`src/rtl/trng_pkg.sv`:
```
// trng_pkg: shared sizing constants and types for the TRNG collector slice.
//   WORD_W         - width of an assembled entropy word
//   BIT_CNT_W      - width of the bit-position counter inside a word
//   FIFO_DEPTH     - number of words the output FIFO holds
//   PTR_W / CNT_W  - FIFO pointer width and occupancy-counter width
//   COUNT_W        - width of the popped-word counter
//   WORD_COUNT_MAX - saturation value of the popped-word counter
package trng_pkg;

    localparam int WORD_W         = 8;
    localparam int BIT_CNT_W      = $clog2(WORD_W);
    localparam int FIFO_DEPTH     = 4;
    localparam int PTR_W          = $clog2(FIFO_DEPTH);
    localparam int CNT_W          = PTR_W + 1;
    localparam int COUNT_W        = 8;
    localparam int WORD_COUNT_MAX = 255;

    typedef logic [WORD_W-1:0] word_t;

endpackage

```
`src/rtl/trng_fifo.sv`:
```
// trng_fifo: small synchronous FIFO for assembled entropy words.
//   clk, rst   - clock, asynchronous active-high reset
//   flush      - synchronous clear of pointers and occupancy (has priority)
//   push/wdata - write request and data; accepted when not full, or when
//                full and a pop happens on the same edge
//   pop        - read request; ignored when empty
//   rdata      - oldest entry (0x00 while empty)
//   full/empty - occupancy status
module trng_fifo
    import trng_pkg::*;
(
    input  logic  clk,
    input  logic  rst,
    input  logic  flush,
    input  logic  push,
    input  logic  pop,
    input  word_t wdata,
    output word_t rdata,
    output logic  full,
    output logic  empty
);

    word_t            mem [FIFO_DEPTH];
    logic [PTR_W-1:0] wr_ptr;
    logic [PTR_W-1:0] rd_ptr;
    logic [CNT_W-1:0] count;
    logic             do_push;
    logic             do_pop;

    assign full    = (count == CNT_W'(FIFO_DEPTH));
    assign empty   = (count == '0);
    assign do_pop  = pop && !empty;
    // A full FIFO still takes a word when the head leaves on the same edge.
    assign do_push = push && (!full || do_pop);

    // Gating with empty gives a defined 0x00 head after reset or flush
    // without having to clear the storage array.
    assign rdata = empty ? '0 : mem[rd_ptr];

    // NOTE: state registers use non-blocking assignments so every flop
    // samples pre-edge values regardless of statement order.
    always_ff @(posedge clk or posedge rst) begin
        if (rst) begin
            wr_ptr <= '0;
            rd_ptr <= '0;
            count  <= '0;
        end else if (flush) begin
            wr_ptr <= '0;
            rd_ptr <= '0;
            count  <= '0;
        end else begin
            if (do_push) wr_ptr <= wr_ptr + PTR_W'(1);
            if (do_pop)  rd_ptr <= rd_ptr + PTR_W'(1);
            case ({do_push, do_pop})
                2'b10:   count <= count + CNT_W'(1);
                2'b01:   count <= count - CNT_W'(1);
                default: count <= count;
            endcase
        end
    end

    // NOTE: the storage array has no reset; only the pointers need one,
    // and rdata is masked while empty so stale contents never show.
    always_ff @(posedge clk) begin
        if (do_push && !flush) mem[wr_ptr] <= wdata;
    end

endmodule

```
`src/rtl/trng_collector.sv`:
```
// trng_collector: packs raw entropy bits into bytes and buffers them.
//   clk, rst     - clock, asynchronous active-high reset
//   start        - synchronous flush of all collector state (wins over done)
//   done/raw_bit - one raw sample offered per cycle with done=1
//   data_out     - head word of the 4-entry output FIFO
//   data_valid   - FIFO holds at least one word
//   data_ready   - consumer accept; pop on data_valid && data_ready
//   overflow     - sticky: a completed word was dropped on a full FIFO
//   word_count   - words popped, saturating at 255
// Optional feature: define TRNG_VON_NEUMANN_EN to pass samples through a
// von Neumann debiaser (01 -> 0, 10 -> 1, 00/11 -> nothing).
module trng_collector
    import trng_pkg::*;
(
    input  logic               clk,
    input  logic               rst,
    input  logic               start,
    input  logic               done,
    input  logic               raw_bit,
    output logic [WORD_W-1:0]  data_out,
    output logic               data_valid,
    input  logic               data_ready,
    output logic               overflow,
    output logic [COUNT_W-1:0] word_count
);

    logic                 accept;
    logic                 bit_valid;
    logic                 bit_val;
    logic                 push;
    logic                 pop;
    logic                 fifo_full;
    logic                 fifo_empty;
    logic [BIT_CNT_W-1:0] bit_cnt;
    // Holds the first seven bits of a word; the eighth goes straight into
    // the FIFO together with them on the completing edge.
    logic [WORD_W-2:0]    shift_reg;
    word_t                next_word;

    assign accept = done && !start;

`ifdef TRNG_VON_NEUMANN_EN
    logic pair_full;
    logic pair_bit;

    always_ff @(posedge clk or posedge rst) begin
        if (rst) begin
            pair_full <= 1'b0;
            pair_bit  <= 1'b0;
        end else if (start) begin
            pair_full <= 1'b0;
            pair_bit  <= 1'b0;
        end else if (accept) begin
            if (!pair_full) begin
                pair_full <= 1'b1;
                pair_bit  <= raw_bit;
            end else begin
                pair_full <= 1'b0;
            end
        end
    end

    // A differing pair emits its first bit: 01 -> 0, 10 -> 1.
    assign bit_valid = accept && pair_full && (pair_bit != raw_bit);
    assign bit_val   = pair_bit;
`else
    assign bit_valid = accept;
    assign bit_val   = raw_bit;
`endif

    assign next_word = {shift_reg, bit_val};
    assign push      = bit_valid && (bit_cnt == BIT_CNT_W'(WORD_W - 1));
    assign pop       = data_valid && data_ready;

    always_ff @(posedge clk or posedge rst) begin
        if (rst) begin
            shift_reg <= '0;
            bit_cnt   <= '0;
        end else if (start) begin
            shift_reg <= '0;
            bit_cnt   <= '0;
        end else if (bit_valid) begin
            shift_reg <= next_word[WORD_W-2:0];
            bit_cnt   <= bit_cnt + BIT_CNT_W'(1);
        end
    end

    trng_fifo u_fifo (
        .clk   (clk),
        .rst   (rst),
        .flush (start),
        .push  (push),
        .pop   (pop),
        .wdata (next_word),
        .rdata (data_out),
        .full  (fifo_full),
        .empty (fifo_empty)
    );

    assign data_valid = !fifo_empty;

    always_ff @(posedge clk or posedge rst) begin
        if (rst) begin
            overflow   <= 1'b0;
            word_count <= '0;
        end else if (start) begin
            overflow   <= 1'b0;
            word_count <= '0;
        end else begin
            if (push && fifo_full && !pop) overflow <= 1'b1;
            if (pop && (word_count != COUNT_W'(WORD_COUNT_MAX)))
                word_count <= word_count + COUNT_W'(1);
        end
    end

endmodule

```
`config.mk`:
```
export PLATFORM = sky130hd
export DESIGN_NAME = trng_collector
export DESIGN_NICKNAME = d
export VERILOG_FILES = /design/src/rtl/trng_pkg.sv /design/src/rtl/trng_fifo.sv /design/src/rtl/trng_collector.sv
export SDC_FILE = /design/constraint.sdc
export NUM_CORES = 1
export LEC_CHECK = 0
export CAP_MARGIN = 20
export CORE_AREA = 2 2 98 100
export DETAILED_ROUTE_END_ITERATION = 8
export DIE_AREA = 0 0 100 102
export GPL_ROUTABILITY_DRIVEN = 0
export HOLD_SLACK_MARGIN = 0.1
export PLACE_DENSITY = 0.57
export SYNTH_ARGS = -nofsm -noshare
export SYNTH_HDL_FRONTEND = slang
export SYNTH_SLANG_ARGS = --single-unit
```
`constraint.sdc`:
```
create_clock -name clk -period 4.19 [get_ports clk]
set_input_delay 1.257 -clock clk [delete_from_list [all_inputs] [get_ports clk]]
set_output_delay 1.257 -clock clk [all_outputs]
set_load 0.005 [all_outputs]
```
Word-level counts from Yosys, hierarchy flattened
Memories as Yosys holds them, arrays and structs flattened.
Index checks and enable logic that the tools add are counted.

cells by class
  $mul = 0
  divide/modulo/power cells = 0
  shift-type cells = 0
  reduce and logical (&&, ||, !) cells = 21
  multiplexer cells = 17
  bitwise operators = 0
  eq/ne operators = 5
  $lt $le $gt $ge = 0
  $add $sub $neg = 6

operator list
  kind                                                                 number
  8-bit two-way mux                                                    3
  7-bit two-way mux                                                    2
  2-bit nonzero test                                                   5
  1-bit logical AND                                                    9
  3-bit two-way mux                                                    3
  8-bit by 1-bit adder with 8-bit output (second input constant)       1
  2-bit two-way mux                                                    4
  8-bit inequality test (second input constant)                        1
  3-bit by 1-bit adder with 3-bit output (second input constant)       2
  3-bit == test (second input constant)                                2
  3-bit case mux with 2 select lines                                   1
  2-bit by 1-bit adder with 2-bit output (second input constant)       2
  1-bit zero test                                                      4
  1-bit two-way mux                                                    4
  3-bit zero test                                                      1
  3-bit nonzero test                                                   1
  3-bit by 1-bit subtractor with 3-bit output (second input constant)  1
  2-bit by 1-bit == test with 1-bit output (second input constant)     1
  2-bit == test (second input constant)                                1
  1-bit logical OR                                                     1

storage, ports and cells
  logic and storage cells = 57
  RAM bits = 32
  latch bits = 0
  input bits = 6
  register bits after elaboration = 26
  memory bits (read-only) = 0
  memories = 1

memories
  name        depth  bits a word  read ports  clocked after memory_dff  write ports  RTL line         text
  u_fifo.mem  4      8            1           0                         1            trng_fifo.sv:23  word_t mem [FIFO_DEPTH];

Longest topological paths before layout
Gate-level depths: netlist of the first run.

  word-level depth = 9
  mapped depth = 9
  mapped depth without buffers = 8

Modules after synthesis
From an unflattened synthesis of the first run, not the netlist that was laid out.

unflattened totals
  cell total of the unflattened synthesis = 200
  area, all modules = 2716.4 µm²

modules (own cells, without submodules)
  module          area an instance (µm²)  times used  sequential area each (µm²)  cells an instance
  trng_fifo       1796.7                  1           1136.1                      114
  trng_collector  919.6                   1           475.5                       86

Least setup slack after synthesis of the first run
OpenSTA, ideal clock, no wires.

  kind = input-to-reg
  start point = input port start
  end point = register u_fifo.count[2]
  stages = 7
  data required time = 4108 ps
  data arrival time = 2871 ps
  path slack = 1238 ps
  buffers on the path = 2
  path through = buf_4 > and3b_1 > buf_2 > nor2_1 > fa_1 > or4_1 > a31oi_1

on the way
  word-level cells in the longest chain between the ends = 7

RTL lines
  item                                                                       RTL line              text
  start, declared                                                            trng_collector.sv:17  input logic start,
  1-bit zero test                                                            trng_collector.sv:40  assign accept = done && !start;
  1-bit logical AND                                                          trng_collector.sv:40
  1-bit logical AND                                                          trng_collector.sv:72  assign push = bit_valid && (bit_cnt == BIT_CNT_W'(WORD_W - 1));
  1-bit logical AND                                                          trng_fifo.sv:34       assign do_push = push && (!full || do_pop);
  2-bit by 1-bit == test with 1-bit output or 2-bit == test (tied branches)  trng_fifo.sv:54       case ({do_push, do_pop})
  3-bit case mux with 2 select lines                                         trng_fifo.sv:54
  3-bit two-way mux                                                          trng_fifo.sv:47       end else if (flush) begin
  end signal, assigned                                                       trng_fifo.sv:55       2'b10: count <= count + CNT_W'(1);
  end signal, assigned                                                       trng_fifo.sv:56       2'b01: count <= count - CNT_W'(1);
  end signal, assigned                                                       trng_fifo.sv:57       default: count <= count;
  end, declared                                                              trng_fifo.sv:26       logic [CNT_W-1:0] count;

Parallel ways exist; a longest one is shown, timed or not.
A chain may end at the register's enable or synchronous reset.

Final worst setup path of the first run
  start point = register u_fifo.rd_ptr[0]
  end point = output port data_out[3]

on the way
  word-level cells in the longest chain between the ends = 2

RTL lines
  item                    RTL line              text
  start, declared         trng_fifo.sv:25       logic [PTR_W-1:0] rd_ptr;
  start signal, assigned  trng_fifo.sv:53       if (do_pop) rd_ptr <= rd_ptr + PTR_W'(1);
  memory read 4 x 8 bit   -
  8-bit two-way mux       trng_fifo.sv:38       assign rdata = empty ? '0 : mem[rd_ptr];
  end, declared           trng_collector.sv:20  output logic [WORD_W-1:0] data_out,

Every way passes these cells.

==> impl_metrics.py, run 1 <==
metrics = {
    "outcome": {
        "status": "completed",
    },
    "global_route": {
        "grt_pass1_wl_um": 8300,
        "grt_usage": 0.1102,
        "use_met2": 0.1590,
        "grt_use_met3": 0.04104,
        "grt_max_degree": 28,
        "use_met1": 0.1467,
        "first_global_vias": 1577,
        "top_usage_layer": "met2",
        "grt.overflow.total": 0,
        "antenna_found_initial": 0,
    },
    "clocking": {
        "ctsLongestPathBuffers": 2,
        "numCtsBuffers": 9,
        "cts_resized": 0,
        "clk_pin_slew_ns": 0.07,
        "clk_latency_ns": 0.34,
        "cts_tree": "yes",
        "clock-root-buffer": "clkbuf_8",
        "cts_hold_buf": 0,
        "htree_levels": 3,
        "postCtsSetupRepairBufs": 0,
        "numClockSinks": 58,
    },
    "place": {
        "port_buffers": 23,
        "post-place-ws_ns": 0.7844,
        "dp_hpwl_um": 3273,
    },
    "logic_synthesis": {
        "synth_fp_nets": 211,
        "synth_edf_count": 32,
        "synth_cell_type_count": 42,
        "ys_warn_count": 0,
        "seq_area_frac_synth": 0.6010,
        "ys_top_cells_by_area": "edfxtp_1 36%, dfrtp_1 24%, mux4_2 6.7%",
        "syn_avg_cell_area_um2": 13.61,
        "syn_area_um2": 2681,
        "synthCells": 197,
        "synth_top_area_frac": 0.3584,
        "async_flop_share": 0.4483,
        "synth_area_leader_cell": "edfxtp_1",
        "ys_ff_latch": 58,
        "ys.flop_type": "edfxtp_1",
    },
    "critical_path": {
        "crit_required_ns": 2.93,
        "crit_arrival_ns": 2.27,
        "cp_slowest_stage_delay_ns": 0.73,
        "path_max_fanout": 10,
        "crit_path_end_kind": "output port",
        "slowest_stage": "dfrtp_1",
        "cp-start-kind": "flop",
        "worstSetupPathType": "flop to output port",
        "crit_chain": "mux4_2, nor2b_1, clkdlybuf4s50_1",
    },
    "drt": {
        "route.detailed.drc": 0,
        "wl_um": 4917,
        "wl_per_cell_um": 14.50,
        "detail-route-antenna-nets": 0,
        "vias": 1578,
        "viasPerCell": 4.655,
        "firstDrtPassIters": 4,
        "drt_iter0_drc": 84,
    },
    "sta": {
        "holdWs_ns": 0.5354,
        "worstMarginPinSlew_ns": 0.7076,
        "fmax_ghz": 0.2832,
        "slew_headroom": 0.5257,
        "hold_violations": 0,
        "finalSetupViolCount": 0,
        "clock_skew_ns": 0.007931,
        "post-route-min-period_ns": 3.531,
        "worst_slack_ns": 0.6590,
        "rsz0062_at_grt": "false",
        "fin_setup_tns_ns": 0,
        "drv_slew": 0,
        "period_share": 0.8427,
    },
    "power_and_ir_drop": {
        "comb_power_share": 0.031,
        "p_int_uw": 828.4,
        "seq_power_share": 0.558,
        "swShare": 0.2366,
        "power_switching_uw": 256.8,
        "ir_drop_mv": 0.1348,
        "power_density_nw_per_um2": 340.4,
        "clkPwrFrac": 0.411,
        "leakage_nw": 1.196,
    },
    "die": {
        "placement_rows": 35,
        "core_um2": 9109,
        "io_pins": 24,
        "dieArea_um2": 10200,
        "start_util": 0.2944,
        "die-width_um": 100,
        "die_h_um": 102,
    },
    "layout": {
        "largest_register_ffs": 32,
        "n_antenna_cell": 0,
        "final_nets": 237,
        "drive_above_1_share": 0.1404,
        "syn2layout_area_growth_pct": 18.90,
        "fillCellCount": 873,
    },
    "min_path": {
        "min_path_type": "flop to flop",
    },
    "flow_run": {
        "drv_cap": 0,
    },
}
[path summary, 6_finish.rpt]
path / from / to / slack, ns / cells after the start
max: u_fifo.rd_ptr[0] / data_out[3] / 0.66 / 3
min reg2reg: bit_cnt[2] / bit_cnt[2] / 0.54 / 2
max in group asynchronous: rst / shift_reg[0] / 2.69 / 3
min: bit_cnt[2] / bit_cnt[2] / 0.54 / 2
max reg2reg: bit_cnt[0] / u_fifo.count[2] / 1.85 / 7
min in group asynchronous: rst / u_fifo.wr_ptr[1] / 1.12 / 2
[per-stage QoR]
stage          power (mW)  instance area [um2]    util  cells
3_3_place_gp       0.6479                 2990  0.3283    322
6_report            1.085                 3188  0.3500    339
2_1_floorplan      0.6372                 2681       -    197
4_1_cts             1.096                 3161  0.3470    338
3_5_place_dp       0.6485                 2990  0.3283    322
5_1_grt             1.130                 3188  0.3500    339
[layer usage]
metal,up-vias,part of all wire
met1,774,0.48
met4,0,0.017
met3,5,0.035
met5,-,0
li1,779,-
met2,20,0.46
[synth_stat cells, types with 2 or more instances]
| cell | instances |
|---|---|
| a211oi_1 | 3 |
| a21oi_1 | 2 |
| a31oi_1 | 3 |
| and2_1 | 5 |
| and3b_1 | 2 |
| buf_2 | 3 |
| buf_4 | 2 |
| buf_6 | 3 |
| clkbuf_1 | 2 |
| dfrtp_1 | 26 |
| edfxtp_1 | 32 |
| ha_1 | 7 |
| inv_1 | 6 |
| mux2i_1 | 11 |
| mux4_2 | 8 |
| nand2_1 | 7 |
| nand3_1 | 5 |
| nand4_1 | 4 |
| nor2_1 | 27 |
| nor2b_1 | 8 |
| nor3_1 | 3 |
| o21ai_0 | 2 |
| o31ai_1 | 2 |
| or4_1 | 2 |
| xnor2_1 | 2 |
| xor2_1 | 4 |
[cell families after synthesis]
| kind of cell | share of synthesized area |
|---|---|
| AOI/OAI and AO/OA | 0.05833 |
| xor gates and xnor gates | 0.01960 |
| adders and majority gates | 0.04013 |
| buffers and inverters | 0.03639 |
| DFF | 0.6010 |
| muxes | 0.1125 |
| and+or+nand+nor | 0.1321 |
[area by class of cell]
| class | instances | area [um2] | share of cell area |
|---|---|---|---|
| well taps | 111 | 138.9 | 0.04356 |
| clock buffers | 9 | 123.9 | 0.03885 |
| repair buffers | 26 | 272.8 | 0.08556 |
| clock inverters | 7 | 46.29 | 0.01452 |
| inverters | 6 | 22.52 | 0.007064 |
| flip-flops and latches | 58 | 1612 | 0.5055 |
| multi-input cells | 122 | 972.2 | 0.3049 |
[critical path, delay by kind of cell, from the launching register on]
family        cells  cell delay, ns
buf+inv           1            0.46
mux               1            0.60
flops             1            0.73
simple gates      1            0.14
[placed cells by master (no fill, tap or decap), drive strengths merged, types with 2 or more instances in the layout]
cell / netlist / layout
edfxtp: 32 / 32
buf: 9 / 3
clkinvlp: 0 / 2
nor3: 4 / 4
o21ai: 3 / 3
a211oi: 3 / 3
nor2b: 8 / 8
a21oi: 2 / 2
dfrtp: 26 / 26
nor2: 27 / 27
nand3: 5 / 5
clkinv: 0 / 5
a31oi: 3 / 3
nand4: 4 / 4
clkbuf: 2 / 9
xor2: 4 / 4
ha: 7 / 7
mux4: 8 / 8
nand2: 7 / 7
and2: 5 / 5
clkdlybuf4s50: 0 / 23
and3b: 2 / 2
or4: 2 / 2
o31ai: 2 / 2
xnor2: 2 / 2
mux2i: 11 / 11
inv: 6 / 6
[power by group through the flow]
stage	logic [mW]	clock network, mW	registers (mW)
after global routing	0.0375	0.486	0.606
final	0.0333	0.446	0.606
after global placement	0.0304	0	0.618
after CTS	0.0311	0.460	0.606
after floorplan	0.0206	0	0.617
after detailed placement	0.0308	0	0.618
No activity file was read; power rests on OpenSTA's default activity.
==> run 2, diff against run 1 <==
- PLACE_DENSITY: 0.57 -> 0.59
- clock period: 4.19 -> 3.1 ns (I/O delays scaled with it)
==> impl_metrics.py, run 2 (synthesized netlist as in run 1, its figures left out) <==
metrics = {
    "clocking": {
        "clock-root-buffer": "clkbuf_8",
        "ctsLongestPathBuffers": 2,
        "numClockSinks": 58,
        "cts_resized": 0,
        "clk_latency_ns": 0.33,
        "htree_levels": 3,
        "cts_hold_buf": 0,
        "postCtsSetupRepairBufs": 0,
        "clk_pin_slew_ns": 0.06,
        "cts_tree": "yes",
        "numCtsBuffers": 9,
    },
    "die": {
        "dieArea_um2": 10200,
        "core_um2": 9109,
        "io_pins": 24,
        "placement_rows": 35,
        "start_util": 0.2944,
        "die_h_um": 102,
        "die-width_um": 100,
    },
    "min_path": {
        "min_path_type": "flop to flop",
    },
    "power_and_ir_drop": {
        "seq_power_share": 0.480,
        "p_int_mw": 1.387,
        "swShare": 0.1867,
        "comb_power_share": 0.025,
        "power_switching_uw": 318.4,
        "ir_drop_mv": 0.2606,
        "power_density_nw_per_um2": 517.6,
        "leakage_nw": 1.261,
        "clkPwrFrac": 0.494,
    },
    "drt": {
        "wl_um": 4934,
        "drt_iter0_drc": 69,
        "viasPerCell": 4.723,
        "wl_per_cell_um": 14.26,
        "detail-route-antenna-nets": 0,
        "route.detailed.drc": 0,
        "vias": 1634,
        "firstDrtPassIters": 4,
    },
    "sta": {
        "drv_slew": 0,
        "rsz0062_at_grt": "false",
        "worst_slack_ns": 0.2530,
        "fin_setup_tns_ns": 0,
        "post-route-min-period_ns": 2.847,
        "worstMarginPinSlew_ns": 0.4405,
        "clock_skew_ns": 0.009294,
        "finalSetupViolCount": 0,
        "period_share": 0.9184,
        "fmax_ghz": 0.3513,
        "slew_headroom": 0.7064,
        "hold_violations": 0,
    },
    "flow_run": {
        "drv_cap": 0,
    },
    "layout": {
        "fin_util": 0.3617,
        "stdcell_count": 346,
        "syn2layout_area_growth_pct": 22.87,
        "drive_above_1_share": 0.1660,
        "fillCellCount": 899,
        "n_antenna_cell": 0,
        "largest_register_ffs": 32,
        "final_nets": 244,
        "final_cell_mix": "32 x edfxtp_1, 27 x nor2_1, 26 x dfrtp_1",
        "final_common_cell": "edfxtp_1",
    },
    "place": {
        "dp_cells": 330,
        "post-place-ws_ns": 0.1834,
        "dp_hpwl_um": 3301,
        "port_buffers": 23,
    },
    "critical_path": {
        "path_buf_inv": 2,
        "cp-start-kind": "flop",
        "crit_chain": "buf_4, mux4_2, nor2b_1, clkdlybuf4s50_1",
        "path_max_fanout": 5,
        "crit_family": "buffers and inverters",
        "crit_required_ns": 2.17,
        "cp_slowest_stage_delay_ns": 0.51,
        "worstSetupPathType": "flop to output port",
        "crit_arrival_ns": 1.92,
        "slowest_stage": "mux4_2",
        "crit_path_end_kind": "output port",
    },
    "global_route": {
        "grt_pass1_wl_um": 8155,
        "grt_max_degree": 27,
        "grt_usage": 0.1057,
        "antenna_found_initial": 0,
        "first_global_vias": 1675,
        "grt.overflow.total": 0,
    },
    "outcome": {
        "status": "completed",
    },
}
## run 2: metal layers
| metal | track usage | up-vias | routed length (um) |
|---|---|---|---|
| li1 | - | 789 | - |
| met1 | 0.1417 | 810 | 2358 |
| met2 | 0.1544 | 28 | 2317 |
| met3 | 0.02941 | 7 | 166 |
| met4 | 0.06112 | 0 | 92 |
| met5 | 0 | - | 0 |
## run 2: layout make-up
cell class                 count  area [um2]  share of cell area
sequential                    58        1612              0.4892
multi-input combinational    122       972.2              0.2951
timing repair buffer          33       305.3             0.09267
clock buffer                  11       141.4             0.04292
tap                          111       138.9             0.04216
clock inverter                 5       102.6             0.03114
inverter                       6       22.52            0.006836
## run 2: worst paths after layout
path	cells past startpoint	endpoint	slack [ns]	startpoint
min in group asynchronous	3	word_count[3]	0.96	rst
setup / recovery	4	data_out[3]	0.25	u_fifo.rd_ptr[0]
max in group asynchronous	3	u_fifo.rd_ptr[0]	1.87	rst
hold / removal	2	bit_cnt[1]	0.53	bit_cnt[1]
hold reg to reg	2	bit_cnt[1]	0.53	bit_cnt[1]
setup reg to reg	6	u_fifo.count[2]	0.84	u_fifo.count[0]
## run 2: power groups by stage
stage / clock network [mW] / logic [mW] / registers [mW]
after floorplan: 0 / 0.0278 / 0.833
after global placement: 0 / 0.0433 / 0.834
after detailed placement: 0 / 0.0444 / 0.835
after CTS: 0.863 / 0.0447 / 0.819
after global routing: 0.895 / 0.0491 / 0.819
final: 0.843 / 0.0434 / 0.819
## run 2: per-stage QoR
stage          hold WS [ns]  area (um2)  power [mW]
2_1_floorplan        0.4753        2681      0.8612
3_3_place_gp         0.5113        3050      0.8775
3_5_place_dp         0.5217        3050      0.8789
4_1_cts              0.5360        3294       1.726
5_1_grt              0.5675        3294       1.763
6_report             0.5282        3294       1.705
## run 2: tightest hold or removal path, cell delays in order, from the launching register on
cell	delay [ns]
dfrtp_1	0.35
mux2i_1	0.07
nor2_1	0.08
==> run 3, diff against run 2 <==
- GPL_TIMING_DRIVEN: default -> 0
==> impl_metrics.py, run 3 (synthesized netlist as in run 1, its figures left out) <==
metrics = {
    "flow_run": {
        "drv_cap": 0,
    },
    "power_and_ir_drop": {
        "leakage_nw": 1.267,
        "ir_drop_mv": 0.1923,
        "power_density_nw_per_um2": 520.3,
    },
    "sta": {
        "slew_headroom": 0.6430,
        "holdWs_ns": 0.5263,
        "drv_slew": 0,
        "finalSetupViolCount": 0,
        "clock_skew_ns": 0.007907,
        "post-route-min-period_ns": 2.933,
        "hold_violations": 0,
        "fmax_ghz": 0.3410,
        "period_share": 0.9460,
        "worstMarginPinSlew_ns": 0.5338,
        "rsz0062_at_grt": "false",
        "worst_slack_ns": 0.1673,
    },
    "global_route": {
        "first_global_vias": 1650,
        "antenna_found_initial": 0,
        "grt_pass1_wl_um": 8521,
        "grt_max_degree": 19,
        "grt_usage": 0.1128,
        "grt.overflow.total": 0,
    },
    "critical_path": {
        "crit_required_ns": 2.17,
        "path_max_fanout": 10,
        "crit_family": "buffers and inverters",
        "cp_slowest_stage_delay_ns": 0.51,
        "cp-start-kind": "flop",
        "crit_arrival_ns": 2.00,
        "slowest_stage": "mux4_2",
        "crit_chain": "buf_4, mux4_2, nor2b_1, clkdlybuf4s50_1",
        "worstSetupPathType": "flop to output port",
        "path_buf_inv": 2,
        "crit_path_end_kind": "output port",
        "r2r_slack_ns": 0.78,
    },
    "place": {
        "dp_cells": 330,
        "post-place-ws_ns": -0.02816,
        "dp_hpwl_um": 3350,
        "port_buffers": 21,
    },
    "drt": {
        "vias": 1633,
        "wl_per_cell_um": 14.92,
        "wl_um": 5148,
        "firstDrtPassIters": 4,
        "viasPerCell": 4.733,
        "route.detailed.drc": 0,
        "detail-route-antenna-nets": 0,
        "drt_iter0_drc": 63,
    },
    "layout": {
        "fillCellCount": 877,
        "stdcell_count": 345,
        "final_cell_mix": "32 x edfxtp_1, 27 x nor2_1, 26 x dfrtp_1",
        "drive_above_1_share": 0.1581,
        "final_nets": 243,
        "final_common_cell": "edfxtp_1",
        "largest_register_ffs": 32,
        "syn2layout_area_growth_pct": 23.33,
        "n_antenna_cell": 0,
    },
    "clocking": {
        "clk_latency_ns": 0.34,
        "ctsLongestPathBuffers": 2,
        "htree_levels": 3,
        "clock-root-buffer": "clkbuf_8",
        "cts_tree": "yes",
        "clk_pin_slew_ns": 0.06,
        "numCtsBuffers": 9,
        "postCtsSetupRepairBufs": 0,
        "numClockSinks": 58,
    },
    "min_path": {
        "min_path_type": "flop to flop",
    },
    "die": {
        "io_pins": 24,
        "start_util": 0.2944,
        "placement_rows": 35,
        "core_um2": 9109,
        "dieArea_um2": 10200,
        "die-width_um": 100,
        "die_h_um": 102,
    },
    "outcome": {
        "status": "completed",
    },
}
[run 3: per-layer routing]
| metal | GRT usage | share of wire | vias to the layer above |
|---|---|---|---|
| li1 | - | - | 789 |
| met1 | 0.1439 | 0.48 | 811 |
| met2 | 0.1715 | 0.47 | 27 |
| met3 | 0.03488 | 0.029 | 6 |
| met4 | 0.06322 | 0.023 | 0 |
| met5 | 0 | 0 | - |
[run 3: power by group]
group	internal, mW	leakage, nW	switching (mW)
clock network	0.555	0.121	0.302
logic	0.0182	0.505	0.0271
registers	0.815	0.641	0.00418
total	1.39	1.27	0.333
[run 3: through the flow]
step	power (mW)	instance area [um2]	util	TNS (ns)
global route	1.773	3307	0.3630	0
finish	1.721	3307	0.3630	0
detailed placement	0.8809	3058	0.3357	-0.02816
global placement	0.8760	3030	0.3327	0
CTS	1.736	3308	0.3632	0
floorplan	0.8612	2681	-	0
[run 3: timing repair]
| item | 4_1_cts | 5_1_grt |
|---|---|---|
| hold endpoints to repair | 0 | 0 |
| gates cloned | 0 | 0 |
| resized for setup | 1 | 2 |
| setup endpoints to repair | 9 | 8 |
| pin swaps | 0 | 1 |
| hold buffers | 0 | 0 |
[run 3: final cells by class]
type	count	area, um2	share of cell area
tap	111	138.9	0.04200
clock buffer	11	141.4	0.04275
sequential	58	1612	0.4873
clock inverter	5	102.6	0.03103
timing repair buffer	22	237.7	0.07189
buffer	10	73.82	0.02232
inverter	6	22.52	0.006810
multi-input combinational	122	978.4	0.2959
[run 3: worst min-delay path, stage by stage (launching register included)]
cell and delay [ns]:
dfrtp_1 0.36, a31oi_1 0.05, nor2_1 0.08
[run 3: worst paths after layout]
path / depth (start not counted) / start / to
min in group asynchronous: 2 / rst / shift_reg[6]
max: 4 / u_fifo.rd_ptr[0] / data_out[3]
max in group asynchronous: 3 / rst / u_fifo.rd_ptr[1]
min: 2 / overflow / overflow
max reg2reg: 8 / bit_cnt[0] / u_fifo.count[2]
min reg2reg: 2 / overflow / overflow
